--- config.mk ---
export PLATFORM = sky130hd
export DESIGN_NAME = alu_exec_ctrl
export DESIGN_NICKNAME = d
export VERILOG_FILES = /design/src/rtl/alu_exec_ctrl.sv
export SDC_FILE = /design/constraint.sdc
export NUM_CORES = 1
export LEC_CHECK = 0
export CAP_MARGIN = 10
export CORE_ASPECT_RATIO = 2
export CORE_MARGIN = 3
export CORE_UTILIZATION = 51
export CTS_BUF_LIST = sky130_fd_sc_hd__clkbuf_16
export DETAILED_ROUTE_END_ITERATION = 8
export GPL_TIMING_DRIVEN = 0
export MAX_ROUTING_LAYER = met4
export PLACE_DENSITY = 0.91
export SYNTH_ARGS = -nofsm -noshare
export SYNTH_HDL_FRONTEND = slang
export SYNTH_SLANG_ARGS = --single-unit
--- constraint.sdc ---
create_clock -name clk -period 4 [get_ports clk]
set_input_delay 0.6 -clock clk [delete_from_list [all_inputs] [get_ports clk]]
set_output_delay 0.6 -clock clk [all_outputs]
set_load 0.03 [all_outputs]
--- src/rtl/alu_exec_ctrl.sv ---
// -----------------------------------------------------------------------------
// alu_exec_ctrl
//  ALU control-plus-execute stage sitting between decode and writeback.
//  Decodes alu_op/alu_function into a 4-bit alu_control code, executes the
//  operation on src_a/src_b and returns a registered result over a
//  valid/ready handshake. Single-cycle operations have latency 1; MUL is an
//  iterative shift-and-add retiring MUL_STEP multiplier bits per cycle
//  (latency WIDTH/MUL_STEP).
//
//  Configuration macro: ALU_MUL_EN
//    defined   - MUL (function 001001, alu_control 1001) is implemented.
//    undefined - no multiplier datapath or MUL state; 001001 decodes as an
//                unknown function (alu_control 1110, result 0, illegal 1).
//
//  Ports
//    clk          in   rising-edge clock
//    reset        in   synchronous, active-high reset
//    in_valid     in   operation request valid
//    in_ready     out  stage can accept a request this cycle
//    alu_op       in   00/01 ADD, 10 use alu_function, 11 PASS_B
//    alu_function in   R-type function field
//    src_a/src_b  in   operands
//    out_valid    out  result registers valid
//    out_ready    in   consumer accepts result
//    result       out  operation result
//    zero         out  result == 0
//    illegal      out  unknown function code (held with result)
//    alu_control  out  decoded control code of the held result
// -----------------------------------------------------------------------------
module alu_exec_ctrl #(
  parameter int WIDTH    = 32,
  parameter int MUL_STEP = 1
) (
  input  logic             clk,
  input  logic             reset,
  input  logic             in_valid,
  output logic             in_ready,
  input  logic [1:0]       alu_op,
  input  logic [5:0]       alu_function,
  input  logic [WIDTH-1:0] src_a,
  input  logic [WIDTH-1:0] src_b,
  output logic             out_valid,
  input  logic             out_ready,
  output logic [WIDTH-1:0] result,
  output logic             zero,
  output logic             illegal,
  output logic [3:0]       alu_control
);

  // Reject configurations the iterative multiplier cannot serve.
  if ((WIDTH < 8) || ((WIDTH % MUL_STEP) != 0)) begin : g_bad_cfg
    $error("alu_exec_ctrl: WIDTH must be >= 8 and divisible by MUL_STEP");
  end

  logic [3:0]       ctrl_s;
  logic             illegal_s;
  logic [WIDTH-1:0] exec_s;
  logic             accept_s;

  logic             out_valid_r;
  logic [WIDTH-1:0] result_r;
  logic             zero_r;
  logic             illegal_r;
  logic [3:0]       alu_control_r;

  // Decode alu_op/alu_function into the control code and illegal flag.
  always_comb begin
    ctrl_s    = 4'b1110;
    illegal_s = 1'b0;
    case (alu_op)
      2'b10: begin
        case (alu_function)
          6'b000000: ctrl_s = 4'b0000;
          6'b000001: ctrl_s = 4'b0001;
          6'b000010: ctrl_s = 4'b0010;
          6'b000100: ctrl_s = 4'b0100;
          6'b000110: ctrl_s = 4'b0110;
          6'b000111: ctrl_s = 4'b0111;
          6'b001000: ctrl_s = 4'b1000;
`ifdef ALU_MUL_EN
          6'b001001: ctrl_s = 4'b1001;
`endif
          default: begin
            ctrl_s    = 4'b1110;
            illegal_s = 1'b1;
          end
        endcase
      end
      2'b11:   ctrl_s = 4'b1111;
      default: ctrl_s = 4'b0010;
    endcase
  end

  // Single-cycle execute; MUL and unknown codes yield 0 here (MUL runs in the FSM).
  always_comb begin
    case (ctrl_s)
      4'b0000: exec_s = src_a | src_b;
      4'b0001: exec_s = src_a & src_b;
      4'b0010: exec_s = src_a + src_b;
      4'b0100: exec_s = src_a ^ src_b;
      4'b0110: exec_s = src_a - src_b;
      4'b0111: exec_s = {{(WIDTH-1){1'b0}}, ($signed(src_a) < $signed(src_b))};
      4'b1000: exec_s = {{(WIDTH-1){1'b0}}, (src_a < src_b)};
      4'b1111: exec_s = src_b;
      default: exec_s = {WIDTH{1'b0}};
    endcase
  end

`ifdef ALU_MUL_EN
  localparam int MUL_CYC = WIDTH / MUL_STEP;
  localparam int CNT_W   = (MUL_CYC > 1) ? $clog2(MUL_CYC) : 1;

  typedef enum logic {ST_IDLE = 1'b0, ST_MUL = 1'b1} state_t;

  state_t           state_r;
  logic [CNT_W-1:0] cnt_r;
  logic [WIDTH-1:0] mcand_r;
  logic [WIDTH-1:0] mplier_r;
  logic [WIDTH-1:0] acc_r;
  logic [WIDTH-1:0] acc_next_s;
  logic             is_mul_s;

  assign is_mul_s = (ctrl_s == 4'b1001);
  assign in_ready = (state_r == ST_IDLE) & (~out_valid_r | out_ready);

  // Partial-product accumulation for the MUL_STEP multiplier bits retired this cycle.
  always_comb begin
    acc_next_s = acc_r;
    for (int k = 0; k < MUL_STEP; k++) begin
      if (mplier_r[k]) begin
        acc_next_s = acc_next_s + (mcand_r << k);
      end else begin
        acc_next_s = acc_next_s;
      end
    end
  end
`else
  assign in_ready = ~out_valid_r | out_ready;
`endif

  assign accept_s = in_valid & in_ready;

  // Control FSM and output registers; a held result retires on out_ready.
  always_ff @(posedge clk) begin
    if (reset) begin
      out_valid_r   <= 1'b0;
      result_r      <= {WIDTH{1'b0}};
      zero_r        <= 1'b0;
      illegal_r     <= 1'b0;
      alu_control_r <= 4'b0000;
`ifdef ALU_MUL_EN
      state_r       <= ST_IDLE;
      cnt_r         <= {CNT_W{1'b0}};
      mcand_r       <= {WIDTH{1'b0}};
      mplier_r      <= {WIDTH{1'b0}};
      acc_r         <= {WIDTH{1'b0}};
`endif
    end else begin
`ifdef ALU_MUL_EN
      if (state_r == ST_MUL) begin
        acc_r    <= acc_next_s;
        mcand_r  <= mcand_r << MUL_STEP;
        mplier_r <= mplier_r >> MUL_STEP;
        if (cnt_r == {CNT_W{1'b0}}) begin
          state_r       <= ST_IDLE;
          out_valid_r   <= 1'b1;
          result_r      <= acc_next_s;
          zero_r        <= (acc_next_s == {WIDTH{1'b0}});
          illegal_r     <= 1'b0;
          alu_control_r <= 4'b1001;
        end else begin
          cnt_r <= cnt_r - {{(CNT_W-1){1'b0}}, 1'b1};
        end
      end else if (accept_s && is_mul_s) begin
        // Any held result retires on this edge (in_ready implies out_ready or empty).
        state_r     <= ST_MUL;
        cnt_r       <= CNT_W'(MUL_CYC - 1);
        mcand_r     <= src_a;
        mplier_r    <= src_b;
        acc_r       <= {WIDTH{1'b0}};
        out_valid_r <= 1'b0;
      end else
`endif
      if (accept_s) begin
        out_valid_r   <= 1'b1;
        result_r      <= exec_s;
        zero_r        <= (exec_s == {WIDTH{1'b0}});
        illegal_r     <= illegal_s;
        alu_control_r <= ctrl_s;
      end else if (out_ready) begin
        out_valid_r <= 1'b0;
      end else begin
        out_valid_r <= out_valid_r;
      end
    end
  end

  assign out_valid   = out_valid_r;
  assign result      = result_r;
  assign zero        = zero_r;
  assign illegal     = illegal_r;
  assign alu_control = alu_control_r;

endmodule

==> reports/qor.csv, run 1 <==
stage,metric,value,unit
status,outcome,finished with violations,
status,failing checks,negative setup slack,
power,combinational fraction of design power,64.3,%
detailed_routing,drt initial violations,876,
clock_tree,Num CTS Buffers,5,
synthesis,adder-cell share of the synthesized area,17.4,%
global_route,initial antenna violation count,1,
global_route,pin count of the biggest net entering global routing,13,
synthesis,top cell type by total area after synthesis,ha_1,
synthesis,ys async rst share,0,%
clock_tree,Clock Path Buffers,2,
synthesis,Cells after Synth,1054,
synthesis,syn avg cell area,6.83,µm²
detailed_routing,average wire per standard cell,26.9,µm
min_path,worst hold path type,flip-flop to flip-flop,
floorplan,# IOs,116,
worst_setup_path,cell family with most CP delay,simple AND/OR/NAND/NOR gates,
worst_setup_path,CP peak stage delay,0.82,ns
synthesis,Seq cells post-synth,39,
synthesis,prevailing post-synth register cell,dfxtp_1,
global_route,first-pass GRT wire length,56900,µm
sta,setup tns final,-0.426,ns
synthesis,Synth top area share,16.9,%
synthesis,syn nets,1229,
worst_setup_path,Reg2Reg Setup Slack,1.21,ns
synthesis,Synth Area in Simple Gates,23.5,%
synthesis,xor/xnor share of the synthesized area,1.10,%
cells_and_area,Layout area overhead,37.8,%
sta,final period utilization,111,%
detailed_routing,"antenna viol nets, final",0,
synthesis,Synth area leaders,"ha_1, dfxtp_1, a21oi_1",
sta,Worst slew margin,10.9,%
worst_setup_path,cells along the critical path,"buf_12, nor4_4, a22o_4, nand3_4, buf_8, o21a_1, a222oi_1, nand4b_1, nor4_2, nand4_1, or4b_4, or4_4, nor3_2, a31o_1",
clock_tree,CTS clock-pin slew for the worst setup and hold paths,0.06,ns
placement,PortBufs,114,
worst_setup_path,crit path buf inv count,2,
sta,slew at the pin closest to its max-slew limit,1.33,ns
placement,Area after DPL,8590,µm²
detailed_routing,Vias,9817,
cells_and_area,"Core Util, Final",72.6,%
sta,max-slew violations,0,
sta,final hold vios,0,
power,power per cell area,234,nW/µm²
power,design internal power,0.00121,W
clock_tree,H-tree depth,2,
power,worst vdd ir,179,µV
worst_setup_path,CP endpoint kind,flip-flop,
clock_tree,Root Buffer,clkbuf_16,
synthesis,"Seq/Total Area, Yosys",10.8,%
synthesis,Synth warnings,0,
floorplan,die footprint,15700,µm²
clock_tree,# clock sinks,39,
sta,worst setup margin,-0.426,ns
placement,gpl congestion,1.12,
power,Sw Pwr,0.00111,W
synthesis,most common cell in the netlist,nor2_1,
synthesis,Post-synth EDFFs,0,
power,Switching Share,47.9,%
floorplan,initial core utilization,52.7,%
worst_setup_path,Worst EP required,4.23,ns
detailed_routing,# DRC,0,
worst_setup_path,Crit-path slowest cell,a222oi_1,
global_route,GR Util All Layers,47.9,%
global_route,gr ovfl total,0,
cells_and_area,layout cells sized above 1,18.3,%
cells_and_area,Final #Nets,1389,
worst_setup_path,Critical Path AT,4.66,ns
power,clock share of power,16.6,%
floorplan,core box area,13700,µm²
global_route,vias in the first global route,10300,
floorplan,Core Rows,60,
sta,Final Setup Violations,1,
sta,fin crit period,4.43,ns
synthesis,Post-Synthesis Cell Area,7200,µm²
synthesis,"Distinct cells, synth",88,
detailed_routing,Total Wirelength,37700,µm
sta,Clock Skews,0.00185,ns
sta,RSZ-0062 raised after global routing,yes,
synthesis,mux cell area share after synthesis,2.16,%
synthesis,Synth Area in Compound Gates,36.2,%
placement,DP HPWL,28300,µm
detailed_routing,vias per cell,7.00,
power,Flop pwr share,19.1,%
cells_and_area,post-route cell area,9920,µm²
clock_tree,worst skew pair latency,0.29,ns
synthesis,largest family of logic cells by synthesized area,compound AO/OA/AOI/OAI gates,
floorplan,Die H,174,µm
job,total of max-cap violations,0,
clock_tree,CTS tree,built,
worst_setup_path,CP max FO,4,
detailed_routing,Detailed Routing Iterations Pass 1,7,
floorplan,Die X,90,µm
worst_setup_path,crit path kind,input port to flip-flop,
power,leakage,4.08,nW
sta,Max Freq,226,MHz
synthesis,most frequent cells after synthesis,"nor2_1, a21oi_1, ha_1",
worst_setup_path,Setup crit start kind,input port,
-- worst register-to-register path, cell delays in order, from the launching register on --
cell,delay [ns]
dfxtp_1,0.31
nand2b_1,0.13
nand2_1,0.15
a221o_1,0.29
a21oi_1,0.14
o21ai_1,0.18
nor4b_2,0.30
or4b_4,0.49
or4_4,0.43
nor3_2,0.17
a31o_1,0.15
-- layout by cell type, fill, tap and decap left out, types with 14 or more instances in the layout --
master	count
nor2_1	123
nand3_1	21
a211oi_1	30
a21o_1	14
o21ai_0	42
o21a_1	15
clkdlybuf4s50_1	90
clkbuf_1	32
buf_4	48
a21oi_1	92
dfxtp_1	39
ha_1	82
nor3_1	28
nand2_1	68
inv_1	83
-- power groups by stage --
stage                     Combinational (W)  Clock, W  Sequential [W]
final                               0.00149  0.000385        0.000443
after global routing                0.00156  0.000398        0.000445
after CTS                           0.00140  0.000384        0.000441
after detailed placement            0.00120         0        0.000449
after global placement              0.00118         0        0.000447
after floorplan                    0.000672         0        0.000510
-- flip-flops by register name, indices dropped and copies added, names as in the netlist --
signal,flops
zero,1
result,32
illegal,1
out_valid,1
alu_control,4
-- area by class of cell --
type | count | area, µm²
Timing Repair Buffer | 163 | 1520
Multi-Input combinational cell | 853 | 6580
Clock buffer | 5 | 125
Tap cell | 186 | 233
Clock inverter | 3 | 15.0
Buffer | 56 | 294
Fill cell | 1131 | 3750
Antenna cell | 1 | 2.50
Inverter | 96 | 367
Sequential cell | 39 | 781
-- per-layer routing --
metal  vias to the layer above  global-route usage [%]  wire length (µm)
met2                       713                    82.3             18500
met3                       393                    13.6              3180
met1                      4495                    36.6             10400
li1                       4216                       -                 -
met5                         -                       -                 0
met4                         0                    55.4              5630
-- path summary, 6_finish.rpt --
kind	startpoint	end	cells after the start
setup / recovery	alu_op[0]	zero$_SDFFE_PP0P_	14
hold / removal	result[13]$_SDFFE_PP0P_	result[13]$_SDFFE_PP0P_	2
setup reg to reg	out_valid$_SDFFE_PP0P_	zero$_SDFFE_PP0P_	10
hold reg to reg	result[13]$_SDFFE_PP0P_	result[13]$_SDFFE_PP0P_	2
-- metrics by stage --
stage                     worst slack [ns]  total power (W)  hold WS, ns  instances
after floorplan                    0.00229          0.00118        0.580       1054
after global placement               -1.82          0.00163        0.440       1354
after detailed placement             -1.74          0.00164        0.453       1354
after CTS                           -0.191          0.00223        0.462       1399
after global routing                -0.474          0.00240        0.487       1402
final                               -0.426          0.00232        0.473       1402
-- kinds of logic after synthesis --
family                   Yosys count
AO/OA/AOI/OAI                    381
XOR/XNOR                           9
adder cells (fa/ha/maj)           99
buffers and inverters            162
flip-flops                        39
multiplexers                      15
AND/OR/NAND/NOR                  349
-- timing repair --
item,CTS,global route
hold buffers,0,0
pin swaps,55,10
buffers inserted,47,2
resized for setup,249,15
endpoints found under the setup margin,19,7
No activity file was read; power rests on OpenSTA's default activity.
==> run 2: changes to the inputs <==
CAP_MARGIN = 30   (was 10)
RECOVER_POWER = 50   (was default)
==> reports/qor.csv, run 2 (synthesized netlist as in run 1, its figures left out) <==
stage,metric,value,unit,change
global_route,met2 Usage GRT,82.1,%,-0.22 points
global_route,vias in the first global route,10300,,-0.11%
cells_and_area,fillers,1115,,-1.4%
placement,Area after DPL,8600,µm²,+0.13%
sta,final period utilization,111,%,about the same
detailed_routing,"antenna viol nets, final",0,,unchanged
cells_and_area,area of the multi-input gates,6690,µm²,+1.7%
floorplan,core box area,13700,µm²,unchanged
cells_and_area,layout cells sized above 1,19.5,%,+1.2 points
global_route,met1 layer usage reported by global route,37.8,%,+1.2 points
detailed_routing,average wire per standard cell,27.0,µm,+0.54%
sta,final hold vios,0,,unchanged
status,outcome,finished with violations,,
placement,gpl congestion,1.12,,unchanged
clock_tree,hold-fix buffers at CTS,0,,unchanged
status,failing checks,negative setup slack,,
detailed_routing,Detailed Routing Iterations Pass 1,6,,-1
floorplan,Die H,174,µm,unchanged
clock_tree,CTS clock-pin slew for the worst setup and hold paths,0.06,ns,about the same
placement,DP HPWL,28400,µm,+0.34%
min_path,worst hold path type,flip-flop to flip-flop,,
power,leakage,4.18,nW,+2.5%
worst_setup_path,CP max FO,8,,+4
detailed_routing,# DRC,0,,unchanged
global_route,M3 GR Usage,12.6,%,-1.0 points
floorplan,initial core utilization,52.7,%,unchanged
sta,Worst slew margin,25.0,%,+14 points
floorplan,Core Rows,60,,unchanged
worst_setup_path,Worst R2R Path Depth,10,,unchanged
clock_tree,# clock sinks,39,,unchanged
power,worst vdd ir,208,µV,+16%
job,total of max-cap violations,0,,unchanged
worst_setup_path,CP endpoint kind,flip-flop,,
floorplan,die footprint,15700,µm²,unchanged
cells_and_area,"commonest cells after routing, fill and taps aside","nor2_1, a21oi_1, inv_1",,
cells_and_area,"Core Util, Final",73.0,%,+0.47 points
power,power per cell area,234,nW/µm²,about the same
cells_and_area,"most common cell after layout, fill and taps aside",nor2_1,,
worst_setup_path,Critical Path AT,4.66,ns,about the same
worst_setup_path,Setup crit start kind,input port,,
global_route,pin count of the biggest net entering global routing,13,,unchanged
cells_and_area,Layout area overhead,38.7,%,
clock_tree,Clock Path Buffers,2,,unchanged
detailed_routing,drt initial violations,817,,-6.7%
placement,PortBufs,114,,unchanged
cells_and_area,Register Area,781,µm²,unchanged
sta,Max Freq,226,MHz,about the same
worst_setup_path,Worst EP required,4.23,ns,about the same
detailed_routing,Vias,9894,,+0.78%
cells_and_area,max reg flops,32,,unchanged
clock_tree,Num CTS Buffers,5,,unchanged
clock_tree,H-tree depth,2,,unchanged
global_route,first-pass GRT wire length,57200,µm,+0.47%
sta,fin crit period,4.43,ns,+0.00241 ns
sta,max-slew violations,0,,unchanged
power,Final Power,0.00233,W,+0.71%
min_path,Hold Crit Depth,2,,unchanged
sta,RSZ-0062 raised after global routing,yes,,
global_route,initial antenna violation count,1,,unchanged
worst_setup_path,crit path kind,input port to flip-flop,,
clock_tree,Root Buffer,clkbuf_16,,
global_route,gr ovfl total,0,,unchanged
detailed_routing,vias per cell,7.06,,+0.86%
sta,worst setup margin,-0.429,ns,-0.00241 ns
sta,Final Setup Violations,2,,+1
sta,slew at the pin closest to its max-slew limit,1.11,ns,-0.218 ns
global_route,GR Util All Layers,48.1,%,+0.17 points
global_route,GRT Max-Usage Layer,met2,,
sta,setup tns final,-0.441,ns,-0.0151 ns
clock_tree,worst skew pair latency,0.28,ns,about the same
floorplan,Die X,90,µm,unchanged
cells_and_area,post-route cell area,9980,µm²,+0.64%
cells_and_area,Final #Nets,1387,,-0.14%
floorplan,# IOs,116,,unchanged
detailed_routing,Total Wirelength,37900,µm,+0.46%
clock_tree,CTS tree,built,,
sta,Clock Skews,0.00423,ns,+0.00238 ns
run 2: area by class of cell:
cell class                      instances  area share, %
Timing Repair Buffer                  162           14.8
Clock buffer                            5           1.25
Buffer                                 55           2.85
Clock inverter                          3          0.150
Sequential cell                        39           7.82
Antenna cell                            2         0.0501
Tap cell                              186           2.33
Inverter                               96           3.67
Multi-Input combinational cell        853           67.0
run 2: power breakdown:
| part | internal, W | switching [W] |
|---|---|---|
| sequential | 0.000422 | 0.0000219 |
| clock | 0.000227 | 0.000159 |
| combinational | 0.000554 | 0.000951 |
run 2: stage by stage:
step / instances / setup slack, ns / hold WS (ns)
after global placement: 1354 / -1.82 / 0.440
after detailed placement: 1355 / -1.78 / 0.458
after floorplan: 1054 / 0.00229 / 0.580
final: 1401 / -0.429 / 0.472
after CTS: 1390 / -0.305 / 0.466
after global routing: 1400 / -0.462 / 0.486
run 2: critical path, cell delays in order:
cell             delay [ns]
clkdlybuf4s50_1        0.54
inv_1                  0.09
ha_2                   0.42
nor2b_1                0.06
o211ai_1               0.27
nand2_1                0.17
a21o_1                 0.25
a21oi_4                0.23
o21ai_0                0.17
a21oi_2                0.31
o221ai_2               0.20
or4_4                  0.47
or4_4                  0.57
nor3_4                 0.13
a31o_1                 0.16
run 2: repair_timing:
| action | in CTS | in global routing |
|---|---|---|
| pin swaps | 41 | 22 |
| resized for setup | 227 | 43 |
| buffers inserted | 36 | 11 |
| setup endpoints to repair | 19 | 9 |
run 2: final timing paths:
kind	start	end	slack, ns
setup / recovery	src_b[17]	zero$_SDFFE_PP0P_	-0.43
hold / removal	result[7]$_SDFFE_PP0P_	result[7]$_SDFFE_PP0P_	0.47
hold reg to reg	result[7]$_SDFFE_PP0P_	result[7]$_SDFFE_PP0P_	0.47
setup reg to reg	out_valid$_SDFFE_PP0P_	zero$_SDFFE_PP0P_	1.15
run 2: metal layers:
metal / part of all wire (%) / wire length [µm]
met4: 15 / 5850
met3: 8.1 / 3090
met1: 28 / 10500
met5: 0 / 0
met2: 49 / 18500
==> run 3: changes to the inputs <==
CORE_ASPECT_RATIO = default   (was 2)
==> reports/qor.csv, run 3 (synthesized netlist as in run 1, its figures left out) <==
stage,metric,value,unit,change
status,outcome,finished with violations,,
status,failing checks,negative setup slack,,
global_route,gr ovfl total,0,,unchanged
detailed_routing,Total Wirelength,32900,µm,-13%
global_route,vias in the first global route,9125,,-11%
worst_setup_path,CP max FO,4,,-4
sta,Clock Skews,0.00539,ns,+0.00116 ns
cells_and_area,"most common cell after layout, fill and taps aside",nor2_1,,
worst_setup_path,Critical R2R Capture,zero$_SDFFE_PP0P_,,
job,total of max-cap violations,0,,unchanged
sta,Worst slew margin,32.5,%,+7.5 points
clock_tree,CTS clock-pin slew for the worst setup and hold paths,0.06,ns,about the same
worst_setup_path,CP peak stage delay,0.51,ns,-0.06 ns
worst_setup_path,CP endpoint kind,flip-flop,,
worst_setup_path,Worst EP required,4.23,ns,about the same
clock_tree,CTS tree,built,,
placement,PortBufs,114,,unchanged
floorplan,Die X,125,µm,+39%
placement,DP HPWL,23200,µm,-18%
clock_tree,worst skew pair latency,0.28,ns,about the same
worst_setup_path,Crit-path slowest cell,or4b_4,,
global_route,GR Util All Layers,39.4,%,-8.7 points
sta,final period utilization,105,%,-6.0 points
detailed_routing,vias per cell,6.90,,-2.2%
worst_setup_path,cell family with most CP delay,simple AND/OR/NAND/NOR gates,,
worst_setup_path,cells along the critical path,"buf_8, ha_4, inv_2, fa_2, nand2b_4, a211oi_4, o21ai_4, a221oi_2, a22oi_1, a211o_1, nor4_2, nand4_1, or4b_4, or4_4, nor3_2, a31o_1",,
detailed_routing,average wire per standard cell,23.3,µm,-14%
placement,Cells after DPL,1345,,-0.74%
placement,Area after DPL,8590,µm²,-0.15%
cells_and_area,Final #Nets,1412,,+1.8%
detailed_routing,"antenna viol nets, final",0,,unchanged
cells_and_area,Layout area overhead,43.0,%,
worst_setup_path,Worst R2R Path Depth,10,,unchanged
sta,Final Setup Violations,1,,-1
clock_tree,Clock Path Buffers,2,,unchanged
cells_and_area,post-route cell area,10300,µm²,+3.1%
floorplan,# IOs,116,,unchanged
power,worst vdd ir,174,µV,-16%
clock_tree,Num CTS Buffers,5,,unchanged
floorplan,initial core utilization,53.3,%,+0.61 points
floorplan,core box area,13500,µm²,-1.2%
min_path,Hold Crit Depth,2,,unchanged
floorplan,die footprint,15600,µm²,-0.56%
cells_and_area,"commonest cells after routing, fill and taps aside","nor2_1, a21oi_1, ha_1",,
sta,max-slew violations,0,,unchanged
floorplan,Die H,125,µm,-28%
cells_and_area,"Core Util, Final",76.2,%,+3.1 points
placement,gpl congestion,1.06,,-6.0%
sta,Max Freq,239,MHz,+5.7%
sta,worst setup margin,-0.188,ns,+0.241 ns
placement,"worst slack, placed",-1.44,ns,+0.337 ns
detailed_routing,# DRC,0,,unchanged
power,power per cell area,227,nW/µm²,-3.1%
sta,slew at the pin closest to its max-slew limit,1.01,ns,-0.101 ns
worst_setup_path,Critical Path AT,4.42,ns,-0.24 ns
sta,fin crit period,4.19,ns,-0.241 ns
sta,final hold vios,0,,unchanged
min_path,min-delay src,illegal$_SDFFE_PP0P_,,
sta,RSZ-0062 raised after global routing,yes,,
detailed_routing,drt initial violations,1402,,+72%
cells_and_area,final non-filler cell total,1414,,+0.93%
power,Final Power,0.00233,W,about the same
cells_and_area,max reg flops,32,,unchanged
cells_and_area,diode count,0,,-2
min_path,worst hold path type,flip-flop to flip-flop,,
min_path,Hold EP,illegal$_SDFFE_PP0P_,,
global_route,initial antenna violation count,0,,-1
cells_and_area,fillers,953,,-15%
clock_tree,H-tree depth,2,,unchanged
detailed_routing,Detailed Routing Iterations Pass 1,6,,unchanged
floorplan,Core Rows,42,,-30%
detailed_routing,Vias,9763,,-1.3%
global_route,pin count of the biggest net entering global routing,12,,-1
clock_tree,# clock sinks,39,,unchanged
clock_tree,Root Buffer,clkbuf_16,,
worst_setup_path,crit path buf inv count,2,,unchanged
global_route,first-pass GRT wire length,49200,µm,-14%
worst_setup_path,Critical R2R Launch,out_valid$_SDFFE_PP0P_,,
worst_setup_path,Reg2Reg Setup Slack,1.36,ns,+0.21 ns
cells_and_area,layout cells sized above 1,23.6,%,+4.1 points
worst_setup_path,crit path kind,input port to flip-flop,,
worst_setup_path,Setup crit start kind,input port,,
power,leakage,4.35,nW,+4.2%
## run 3: cell count changes in the layout (fill, tap and decap cells not counted), moves of 4 or more
cell,previous run,this run
clkbuf_1,29,25
ha_4,11,16
clkbuf_2,10,15
ha_1,81,77
inv_2,8,20
nand2_2,1,5
dlygate4sd2_1,10,23
clkdlybuf4s15_1,0,5
nor2_1,122,117
inv_1,86,73
nand2_1,67,63
buf_4,48,68
a21oi_2,14,10
clkdlybuf4s50_1,57,36
## run 3: worst max path at each step
stage / from / end / slack, ns / cells after the start
6_report: src_b[0] / zero$_SDFFE_PP0P_ / -0.19 / 16
5_1_grt: src_b[7] / zero$_SDFFE_PP0P_ / -0.26 / 16
4_1_cts: src_a[0] / zero$_SDFFE_PP0P_ / -0.01 / 17
3_5_place_dp: src_b[4] / zero$_SDFFE_PP0P_ / -1.44 / 16
3_3_place_gp: src_b[4] / zero$_SDFFE_PP0P_ / -1.38 / 16
2_1_floorplan: src_a[0] / zero$_SDFFE_PP0P_ / 0.002 / 15
## run 3: timing repair
action,4_1_cts,5_1_grt
setup buffers,48,24
pin swaps,70,40
cloned,0,0
hold buffers,0,0
hold endpoints to repair,0,0
endpoints found under the setup margin,19,3
gates resized for setup,299,38
## run 3: metal layers
metal	vias up	global-route usage [%]	part of all wire, %
met3	247	6.30	11
met4	0	21.4	7.6
met5	-	-	0
met2	800	63.4	45
met1	4458	47.2	37
li1	4258	-	-
## run 3: layout make-up
| cell class | count | area (µm²) | area share, % |
|---|---|---|---|
| Buffer | 55 | 305 | 2.97 |
| Clock buffer | 5 | 125 | 1.22 |
| Clock inverter | 3 | 12.5 | 0.122 |
| Inverter | 96 | 373 | 3.62 |
| Multi-Input combinational cell | 853 | 6800 | 66.1 |
| Sequential cell | 39 | 781 | 7.59 |
| Tap cell | 176 | 220 | 2.14 |
| Timing Repair Buffer | 187 | 1670 | 16.2 |
## run 3: where the power goes
part,internal (W),switching (W),total (W),leakage (nW)
Combinational,0.000597,0.000922,0.00152,3.96
Clock,0.000225,0.000150,0.000375,0.0762
Sequential,0.000422,0.0000172,0.000439,0.322
Total,0.00124,0.00109,0.00233,4.35
## run 3: worst min-delay path, delay by kind of cell (launching register included)
family,cells,cell delay (ns)
flip-flops,1,0.30
AND/OR/NAND/NOR,1,0.05
AO/OA/AOI/OAI,1,0.05
## run 3: per-stage QoR
step	TNS [ns]	hold slack (ns)
2_1_floorplan	0	0.580
3_3_place_gp	-14.16	0.443
3_5_place_dp	-14.78	0.449
4_1_cts	-0.00953	0.457
5_1_grt	-0.272	0.492
6_report	-0.188	0.455
